===== src/rtl/train_scheduler_if.sv =====
// train_scheduler_if
//   Bundles the control/status signals of the training-run scheduler.
//   The master side (test driver or host controller) drives the training
//   request, frame-capture strobe and classifier results. The slave side
//   (train_scheduler) drives the datapath strobes and the run status.
//
//   Signals
//     Train    m->s  level, requests a training run
//     XFull    m->s  pulse, frame pixel vector fully captured
//     Hw       m->s  classifier decision, valid CLS_LAT cycles after Classify
//     Label    m->s  target class for the current frame
//     NewFrame s->m  pulse, clear accumulator for the next frame
//     ComputeH s->m  pulse, latch the weighted sum
//     Classify s->m  pulse, start classification
//     UpRule   s->m  pulse, apply the weight delta
//     Busy     s->m  level, run in progress
//     Done     s->m  level, run complete
//     Epoch    s->m  [3:0] current epoch index
//     ErrCnt   s->m  [7:0] misclassifications in the last completed epoch
interface train_scheduler_if;
  logic       Train;
  logic       XFull;
  logic       Hw;
  logic       Label;
  logic       NewFrame;
  logic       ComputeH;
  logic       Classify;
  logic       UpRule;
  logic       Busy;
  logic       Done;
  logic [3:0] Epoch;
  logic [7:0] ErrCnt;

  modport master (
    output Train, XFull, Hw, Label,
    input  NewFrame, ComputeH, Classify, UpRule, Busy, Done, Epoch, ErrCnt
  );

  modport slave (
    input  Train, XFull, Hw, Label,
    output NewFrame, ComputeH, Classify, UpRule, Busy, Done, Epoch, ErrCnt
  );
endinterface


===== src/rtl/train_scheduler.sv =====
// train_scheduler
//   Sequences a perceptron-style training run: for every frame it waits for
//   the pixel vector, strobes the weighted-sum latch, launches the classifier,
//   compares its decision with the label and, on a miss, strobes the weight
//   update. Frames are grouped into epochs; the run ends after MAX_EPOCHS
//   epochs (or earlier, see below) and holds Done until Train drops.
//
//   Parameters
//     FRAMES_PER_EPOCH  frames per epoch (2..256)
//     MAX_EPOCHS        epoch limit (1..16)
//     CLS_LAT           cycles from Classify until Hw is valid (1..15)
//
//   Ports
//     Clk   rising-edge system clock
//     RST   synchronous, active-high reset
//     bus   train_scheduler_if.slave (see interface file for signal list)
//
//   Build option
//     TRAIN_EARLY_STOP_EN  when defined, a run also ends after any epoch that
//                          completes with zero misclassifications.
//
//   All strobes and Busy/Done are decoded from the registered state only.
module train_scheduler #(
  parameter int unsigned FRAMES_PER_EPOCH = 16,
  parameter int unsigned MAX_EPOCHS       = 8,
  parameter int unsigned CLS_LAT          = 2
) (
  input  logic                Clk,
  input  logic                RST,
  train_scheduler_if.slave    bus
);

  typedef enum logic [3:0] {
    S_IDLE,
    S_START,
    S_WAIT_X,
    S_COMPUTE,
    S_CLASSIFY,
    S_WAIT_CLS,
    S_DECIDE,
    S_UPDATE,
    S_FRAME_END,
    S_DONE
  } state_e;

  localparam logic [7:0] LAST_FRAME = 8'(FRAMES_PER_EPOCH - 1);
  localparam logic [3:0] LAST_EPOCH = 4'(MAX_EPOCHS - 1);
  localparam logic [3:0] LAT        = 4'(CLS_LAT);

  state_e     state_q,   state_d;
  logic [7:0] frame_q,   frame_d;    // frame index within the epoch
  logic [7:0] err_q,     err_d;      // running misclassifications this epoch
  logic [7:0] err_cnt_q, err_cnt_d;  // published count of the last full epoch
  logic [3:0] epoch_q,   epoch_d;
  logic [3:0] lat_q,     lat_d;      // classifier latency countdown

  logic last_frame;
  logic early_stop;
  logic terminate;
  logic mismatch;

  assign last_frame = (frame_q == LAST_FRAME);
  assign mismatch   = (bus.Hw != bus.Label);

`ifdef TRAIN_EARLY_STOP_EN
  assign early_stop = (err_q == '0);
`else
  assign early_stop = 1'b0;
`endif

  assign terminate = (epoch_q == LAST_EPOCH) || early_stop;

  // Next-state and counter updates
  always_comb begin
    state_d   = state_q;
    frame_d   = frame_q;
    err_d     = err_q;
    err_cnt_d = err_cnt_q;
    epoch_d   = epoch_q;
    lat_d     = lat_q;

    unique case (state_q)
      S_IDLE: begin
        if (bus.Train) begin
          // A new run restarts all run counters; the published error count
          // of the previous run stays visible until an epoch completes.
          epoch_d = '0;
          frame_d = '0;
          err_d   = '0;
          state_d = S_START;
        end
      end

      S_START: begin
        state_d = S_WAIT_X;
      end

      S_WAIT_X: begin
        if (!bus.Train) begin
          state_d = S_IDLE;
        end else if (bus.XFull) begin
          state_d = S_COMPUTE;
        end
      end

      S_COMPUTE: begin
        state_d = S_CLASSIFY;
      end

      S_CLASSIFY: begin
        lat_d = LAT;
        // With a single-cycle classifier Hw is already valid next cycle.
        if (LAT <= 4'd1) begin
          state_d = S_DECIDE;
        end else begin
          state_d = S_WAIT_CLS;
        end
      end

      S_WAIT_CLS: begin
        // The count includes the CLASSIFY cycle, so DECIDE is entered when
        // the countdown would reach 1, i.e. exactly CLS_LAT cycles after
        // Classify was high.
        lat_d = lat_q - 4'd1;
        if (lat_q <= 4'd2) begin
          state_d = S_DECIDE;
        end
      end

      S_DECIDE: begin
        if (mismatch) begin
          if (err_q != '1) begin
            err_d = err_q + 8'd1;
          end
          state_d = S_UPDATE;
        end else begin
          state_d = S_FRAME_END;
        end
      end

      S_UPDATE: begin
        state_d = S_FRAME_END;
      end

      S_FRAME_END: begin
        if (!bus.Train) begin
          state_d = S_IDLE;
        end else if (!last_frame) begin
          frame_d = frame_q + 8'd1;
          state_d = S_START;
        end else begin
          err_cnt_d = err_q;
          frame_d   = '0;
          if (terminate) begin
            state_d = S_DONE;
          end else begin
            err_d   = '0;
            epoch_d = epoch_q + 4'd1;
            state_d = S_START;
          end
        end
      end

      S_DONE: begin
        if (!bus.Train) begin
          state_d = S_IDLE;
        end
      end

      default: begin
        state_d = S_IDLE;
      end
    endcase
  end

  // Moore output decode
  always_comb begin
    bus.NewFrame = 1'b0;
    bus.ComputeH = 1'b0;
    bus.Classify = 1'b0;
    bus.UpRule   = 1'b0;
    bus.Busy     = 1'b1;
    bus.Done     = 1'b0;

    unique case (state_q)
      S_IDLE:     bus.Busy     = 1'b0;
      S_START:    bus.NewFrame = 1'b1;
      S_COMPUTE:  bus.ComputeH = 1'b1;
      S_CLASSIFY: bus.Classify = 1'b1;
      S_UPDATE:   bus.UpRule   = 1'b1;
      S_DONE: begin
        bus.Busy = 1'b0;
        bus.Done = 1'b1;
      end
      default: ;
    endcase

    bus.Epoch  = epoch_q;
    bus.ErrCnt = err_cnt_q;
  end

  always_ff @(posedge Clk) begin
    if (RST) begin
      state_q   <= S_IDLE;
      frame_q   <= '0;
      err_q     <= '0;
      err_cnt_q <= '0;
      epoch_q   <= '0;
      lat_q     <= '0;
    end else begin
      state_q   <= state_d;
      frame_q   <= frame_d;
      err_q     <= err_d;
      err_cnt_q <= err_cnt_d;
      epoch_q   <= epoch_d;
      lat_q     <= lat_d;
    end
  end

endmodule

===== src/flat_wrapper.sv =====
// flat-port wrapper written by rule: the top's interface ports become plain ports
module train_scheduler_flat 
#(
  parameter int unsigned FRAMES_PER_EPOCH = 16,
  parameter int unsigned MAX_EPOCHS       = 8,
  parameter int unsigned CLS_LAT          = 2
)
  (Clk, RST, bus_Train, bus_XFull, bus_Hw, bus_Label, bus_NewFrame, bus_ComputeH, bus_Classify, bus_UpRule, bus_Busy, bus_Done, bus_Epoch, bus_ErrCnt);
  train_scheduler_if bus_i ();
  input  logic Clk;
  input  logic RST;
  input wire logic [$bits(bus_i.Train)-1:0] bus_Train;
  input wire logic [$bits(bus_i.XFull)-1:0] bus_XFull;
  input wire logic [$bits(bus_i.Hw)-1:0] bus_Hw;
  input wire logic [$bits(bus_i.Label)-1:0] bus_Label;
  output wire logic [$bits(bus_i.NewFrame)-1:0] bus_NewFrame;
  output wire logic [$bits(bus_i.ComputeH)-1:0] bus_ComputeH;
  output wire logic [$bits(bus_i.Classify)-1:0] bus_Classify;
  output wire logic [$bits(bus_i.UpRule)-1:0] bus_UpRule;
  output wire logic [$bits(bus_i.Busy)-1:0] bus_Busy;
  output wire logic [$bits(bus_i.Done)-1:0] bus_Done;
  output wire logic [$bits(bus_i.Epoch)-1:0] bus_Epoch;
  output wire logic [$bits(bus_i.ErrCnt)-1:0] bus_ErrCnt;
  assign bus_i.Train = bus_Train;
  assign bus_i.XFull = bus_XFull;
  assign bus_i.Hw = bus_Hw;
  assign bus_i.Label = bus_Label;
  assign bus_NewFrame = bus_i.NewFrame;
  assign bus_ComputeH = bus_i.ComputeH;
  assign bus_Classify = bus_i.Classify;
  assign bus_UpRule = bus_i.UpRule;
  assign bus_Busy = bus_i.Busy;
  assign bus_Done = bus_i.Done;
  assign bus_Epoch = bus_i.Epoch;
  assign bus_ErrCnt = bus_i.ErrCnt;
  train_scheduler #(.FRAMES_PER_EPOCH(FRAMES_PER_EPOCH), .MAX_EPOCHS(MAX_EPOCHS), .CLS_LAT(CLS_LAT)) u_core (.Clk(Clk), .RST(RST), .bus(bus_i));
endmodule

===== config.mk =====
export PLATFORM = sky130hd
export DESIGN_NAME = train_scheduler_flat
export DESIGN_NICKNAME = d
export VERILOG_FILES = /design/src/rtl/train_scheduler_if.sv /design/src/rtl/train_scheduler.sv /design/src/flat_wrapper.sv
export SDC_FILE = /design/constraint.sdc
export NUM_CORES = 1
export LEC_CHECK = 0
export BUFFER_PORTS_ARGS = -buffer_cell sky130_fd_sc_hd__buf_2
export CAP_MARGIN = 15
export CORE_ASPECT_RATIO = 0.75
export CORE_UTILIZATION = 52
export CTS_CLUSTER_DIAMETER = 60
export DETAILED_ROUTE_END_ITERATION = 6
export PLACE_DENSITY = 0.75
export SETUP_SLACK_MARGIN = 0.2
export SLEW_MARGIN = 20
export SYNTH_ARGS = -nofsm -noshare
export SYNTH_HDL_FRONTEND = slang
export SYNTH_SLANG_ARGS = --single-unit

===== constraint.sdc =====
create_clock -name Clk -period 1.7 [get_ports Clk]
set_input_delay 0.085 -clock Clk [delete_from_list [all_inputs] [get_ports Clk]]
set_output_delay 0.085 -clock Clk [all_outputs]
set_load 0.01 [all_outputs]

After elaboration in Yosys (flattened, before gate mapping) --
Cells that the tools add are included.
Word-level totals: input port bits 6, output and inout port bits 18, flip-flop bits (word level) 36
Cells by class: magnitude comparators 1, muxes and demuxes 32, $add $sub $neg 4, reduce and logical (&&, ||, !) cells 10, equality and inequality tests 22
Operators with widths (number):
- 2-to-1 mux 8 bit | 8
- 2-to-1 mux 4 bit | 13
- one-hot mux 4 bit (10 select lines) | 1
- one-hot mux 8 bit (3 select lines) | 1
- equality test 4 x 3 -> 1 bit (second input constant) | 5
- adder 8 x 1 -> 8 bit (second input constant) | 2
- one-hot mux 4 bit (2 select lines) | 2
- one-hot mux 8 bit (2 select lines) | 1
- equality test 4 x 2 -> 1 bit (second input constant) | 2
- equality test 4 bit (second input constant) | 2
- equality test 8 x 4 -> 1 bit (second input constant) | 1
- != test 2 x 1 -> 1 bit (second input constant) | 4
- != test 2 bit (second input constant) | 4
- != test 8 bit (second input constant) | 1
- AND reduction 7 bit | 1
- 2-to-1 mux 1 bit | 6
- AND reduction 3 bit | 2
- AND reduction 5 bit | 1
- adder 4 x 1 -> 4 bit (second input constant) | 1
- equality test 4 x 1 -> 1 bit (second input constant) | 1
- less-or-equal comparator 4 x 2 -> 1 bit (second input constant) | 1
- zero test 4 bit | 1
- AND reduction 4 bit | 1
- nonzero test 2 bit | 2
- other kinds (5) | 5

Logic depth before layout (Yosys ltp) --
word-level depth 5, depth in mapped cells 7

Worst setup path after synthesis --
OpenSTA, ideal clock, no wires.
path kind flip-flop to flip-flop, start reg u_core.frame_q[5], end reg u_core.err_q[7], arrival time 1.628 ns, stages on the path, launching flop included 6, data required time 1.566 ns, setup slack -0.062 ns, buffers on the path 0, cell sequence dfxtp_1 -> or3_4 -> o31ai_4 -> a21boi_4 -> a21boi_2 -> a211oi_1
Between the ends: cells in the longest elaborated chain, start to end 3
RTL lines:
- start: declaration | line train_scheduler.sv:51 | logic [7:0] frame_q, frame_d;
- start signal: assignment | line train_scheduler.sv:212 | frame_q <= frame_d;
- equality test 8 x 4 -> 1 bit | line train_scheduler.sv:62 | assign last_frame = (frame_q == LAST_FRAME);
- != test 2 x 1 -> 1 bit (no line)
- AND reduction 7 bit (no line)
- end signal: assignment | line train_scheduler.sv:213 | err_q <= err_d;
- end: declaration | line train_scheduler.sv:52 | logic [7:0] err_q, err_d;
Every way passes these cells. A chain may end at the register's enable or synchronous reset.

Worst setup path in the final report --
start reg u_core.frame_q[6], end reg u_core.epoch_q[0], in the netlist u_core.bus.Epoch[0]
Between the ends: cells in the longest elaborated chain, start to end 3
RTL lines:
- equality test 8 x 4 -> 1 bit | line train_scheduler.sv:62
- != test 2 x 1 -> 1 bit (no line)
- AND reduction 5 bit (no line)
- end signal: assignment | line train_scheduler.sv:215 | epoch_q <= epoch_d;
- end: declaration | line train_scheduler.sv:54 | logic [3:0] epoch_q, epoch_d;
Every way passes these cells.

==> summary.txt <==
======================================================================================
Setup repair after global routing missed its margin .....................         true
Kind of start point of the critical path ................................     register
Aggregate global routing overflow .......................................            0
Critical path endpoint category .........................................     register
Worst Setup Slack, final ................................................   -0.0902 ns
Share of flip-flops with an asynchronous set or reset after synthesis ...           0%
Total number of vias ....................................................        2,212
Global routing usage on met2 ............................................        43.4%
Effective utilization at floorplan ......................................        54.8%
Top-level port count ....................................................           24
CP max FO ...............................................................            4
Count of endpoints failing setup in the final report ....................            9
Critical-path cell with the highest stage delay ......................... sky130_fd_sc_hd__or3_4
Count of synthesis-stage warnings from yosys ............................            0
Cells along the critical path ........................................... or3_4 > o31ai_4 > nand2_2 > or3_4 > a21oi_2
Drt wl/cell .............................................................      17.1 um
Top_reg_cell synth ...................................................... sky130_fd_sc_hd__dfxtp_1
Height of the chip ......................................................      56.0 um
Residual DRC count ......................................................            0
Data arrival time at the worst-slack endpoint ...........................      2.01 ns
Number of nets in the layout ............................................          332
Die width ...............................................................      74.0 um
First drt pass iteration count ..........................................            5
Delay of the slowest cell on the worst path .............................      0.41 ns
Fin Clk Skew ............................................................   0.00295 ns
Maximum level of the CTS H-tree .........................................            2
Fraction of layout cells with a size suffix above 1 .....................        46.9%
Antenna violations before repair ........................................            0
Final design instance area without fill ................................. 0.00301 mm^2
Maximum achievable frequency ............................................      559 MHz
Area growth, synth to finish ............................................        49.1%
Delay-heaviest family, CP ............................................... simple AND/OR/NAND/NOR gates
Vias in the first global route ..........................................        1,911
Status .................................................................. complete, but fails checks
Final hold vios .........................................................            0
Final min period ........................................................      1.79 ns
TritonCTS clock tree ....................................................        built
Deepest clock path buffer count .........................................            2
Met1 layer usage reported by global route ...............................        40.6%
Category of the critical setup timing path ..............................      reg2reg
Most common cell on crit path ........................................... sky130_fd_sc_hd__or3_4
Global placement routability congestion .................................        0.831
Clock slew seen by the registers of the worst setup and hold paths ......      0.08 ns
Worst hold slack after final layout .....................................     0.185 ns
Count of flip-flops with a built-in enable after synthesis ..............            0
Period Utilization, post-route ..........................................         105%
Power density normalized to cell area ...................................  631 mW/mm^2
Number of register bits inferred by synthesis ...........................           36
Source-to-sink clock delay at the later pin of the worst-skew pair ......      0.30 ns
Gate count after technology mapping .....................................          247
Antenna Diode Count .....................................................            0
Max-cap viol count ......................................................            0
Pins over their slew limit ..............................................            0
Net Count, Synth ........................................................          258
Routed wire length ......................................................      6.38 mm
Die area ................................................................ 0.00414 mm^2
Global routing usage summed across all routing layers ...................        28.5%
VDD IR max ..............................................................   0.000591 V
Cts bufs inserted .......................................................            5
Number of buffers and inverters on the critical path ....................            0
Static Leakage ..........................................................      1.16 nW
Row Count ...............................................................           19
Worst endpoint required time ............................................      1.92 ns
Half-perimeter wire length of the detailed placement result .............      3.70 mm
Area of the mapped netlist .............................................. 0.00202 mm^2
Port Buffers ............................................................           23
Slew HR .................................................................        64.0%
Met3 track demand over resource in global routing .......................        4.89%
Register area share after synthesis .....................................        35.7%
Failing checks .......................................................... negative setup slack
# fillers ...............................................................          225
Number of distinct standard cells referenced by the synthesized netlist .           54
Sinks on the clock net ..................................................           36
Worst min-delay path category ...........................................       in2reg
Largest net degree at the start of global routing .......................           27
Number of vias per cell .................................................         5.91
Number of nets with antenna violations after routing ....................            0
Synthesized area per cell ...............................................    8.18 um^2
Actual transition at the worst max-transition pin .......................     0.540 ns
Placed instance area .................................................... 0.00247 mm^2
Gr busiest metal ........................................................         met2
Core region area ........................................................ 0.00368 mm^2
First-pass GRT wire length ..............................................      9.00 mm
1st-iter DRT viols ......................................................          203
Clk Tree Root Cell ...................................................... sky130_fd_sc_hd__clkbuf_8
======================================================================================
[cell usage in the layout (no fill, tap or decap), types with 5 or more instances in the layout]
| cell | instances |
|---|---|
| sky130_fd_sc_hd__nand3_2 | 8 |
| sky130_fd_sc_hd__dfxtp_1 | 27 |
| sky130_fd_sc_hd__nor2_1 | 20 |
| sky130_fd_sc_hd__nand2_1 | 23 |
| sky130_fd_sc_hd__nand3_1 | 8 |
| sky130_fd_sc_hd__buf_2 | 23 |
| sky130_fd_sc_hd__a21oi_2 | 7 |
| sky130_fd_sc_hd__buf_4 | 46 |
| sky130_fd_sc_hd__nor3_1 | 6 |
| sky130_fd_sc_hd__and3_1 | 6 |
| sky130_fd_sc_hd__o21ai_0 | 10 |
| sky130_fd_sc_hd__clkbuf_8 | 5 |
| sky130_fd_sc_hd__nand2b_4 | 5 |
| sky130_fd_sc_hd__a21oi_1 | 20 |
| sky130_fd_sc_hd__buf_6 | 10 |
| sky130_fd_sc_hd__dfxtp_4 | 5 |
[worst paths after layout]
kind,startpoint,to,slack [ns],depth (start not counted)
worst max-delay path,u_core.frame_q[6],u_core.bus.Epoch[0],-0.09,5
worst max register to register,u_core.frame_q[6],u_core.bus.Epoch[0],-0.09,5
worst min register to register,u_core.bus.ErrCnt[1],u_core.bus.ErrCnt[1],0.45,2
worst min-delay path,bus_XFull,u_core.state_q[1],0.18,4
[area by class of cell]
type                       instances  area (um^2)  share of cell area (%)
clock buffer                       7         97.6                    3.24
clock inverter                     1         5.00                   0.166
inverter                           3         11.3                   0.374
multi-input combinational        193         1460                    48.5
sequential                        36          744                    24.7
tap                               52         65.1                    2.16
timing repair buffer              82          628                    20.9
[worst min-delay path, delay by kind of cell]
family,cells,cell delay (ns)
and+or+nand+nor,2,0.23
AOI/OAI and AO/OA,1,0.05
buffers and inverters,1,0.08
[routing by layer]
| metal | vias up | wire [um] | part of all wire [%] |
|---|---|---|---|
| met5 | - | 0 | 0 |
| met4 | 0 | 115 | 1.8 |
| met3 | 14 | 489 | 7.7 |
| met2 | 105 | 3010 | 47 |
| met1 | 1039 | 2770 | 43 |
| li1 | 1054 | - | - |
[per-stage QoR]
stage,util [%],worst slack [ns],std cells,TNS (ns),power (W)
floorplan,-,-0.0205,247,-0.0431,0.00103
global placement,67.1,-0.0329,349,-0.0884,0.00111
detailed placement,67.1,-0.0762,349,-0.347,0.00111
CTS,74.7,-0.0394,364,-0.168,0.00181
global route,81.7,-0.154,374,-1.19,0.00195
finish,81.7,-0.0902,374,-0.627,0.00190
[power breakdown]
group | internal (W) | total (W) | switching, W
registers | 0.000848 | 0.000868 | 0.0000202
logic | 0.000153 | 0.000323 | 0.000170
clock network | 0.000376 | 0.000709 | 0.000333
total | 0.00138 | 0.00190 | 0.000524
[cell families after synthesis]
logic type,synth area share (%)
and+or+nand+nor,30.2
xor gates and xnor gates,2.17
muxes,0.991
adders and majority gates,3.10
DFF,35.7
AOI/OAI and AO/OA,23.4
buffers and inverters,4.46
[timing repair]
| item | 4_1_cts | 5_1_grt |
|---|---|---|
| cloned | 0 | 1 |
| pin swaps | 14 | 24 |
| hold buffers | 0 | 0 |
| endpoints found under the setup margin | 35 | 37 |
| resized for setup | 30 | 38 |
| endpoints found under the hold margin | 0 | 0 |
| buffers inserted | 7 | 9 |
[state kept, by name, indices dropped and copies added, names as in the netlist]
| signal | cells |
|---|---|
| u_core.err_q | 8 |
| u_core.bus.Epoch | 4 |
| u_core.state_q | 4 |
| u_core.lat_q | 4 |
| u_core.bus.ErrCnt | 8 |
| u_core.frame_q | 8 |
[synthesized netlist by cell type, types with 3 or more instances]
library cell / number / area (um^2)
sky130_fd_sc_hd__xor2_1: 3 / 26.3
sky130_fd_sc_hd__nor2b_1: 4 / 25.0
sky130_fd_sc_hd__nand3_1: 17 / 85.1
sky130_fd_sc_hd__a211oi_1: 4 / 30.0
sky130_fd_sc_hd__buf_2: 4 / 20.0
sky130_fd_sc_hd__and3_1: 6 / 37.5
sky130_fd_sc_hd__o21ai_0: 13 / 65.1
sky130_fd_sc_hd__nand2_1: 26 / 97.6
sky130_fd_sc_hd__nor2_1: 21 / 78.8
sky130_fd_sc_hd__a21oi_1: 25 / 125
sky130_fd_sc_hd__nand2b_1: 7 / 43.8
sky130_fd_sc_hd__or3_1: 3 / 18.8
sky130_fd_sc_hd__clkbuf_1: 9 / 33.8
sky130_fd_sc_hd__dfxtp_1: 36 / 721
sky130_fd_sc_hd__a311oi_1: 5 / 43.8
sky130_fd_sc_hd__inv_1: 3 / 11.3
sky130_fd_sc_hd__nor3b_1: 3 / 22.5
sky130_fd_sc_hd__ha_1: 5 / 62.6
sky130_fd_sc_hd__nor3_1: 9 / 45.0
(Power assumes the default switching activity.)
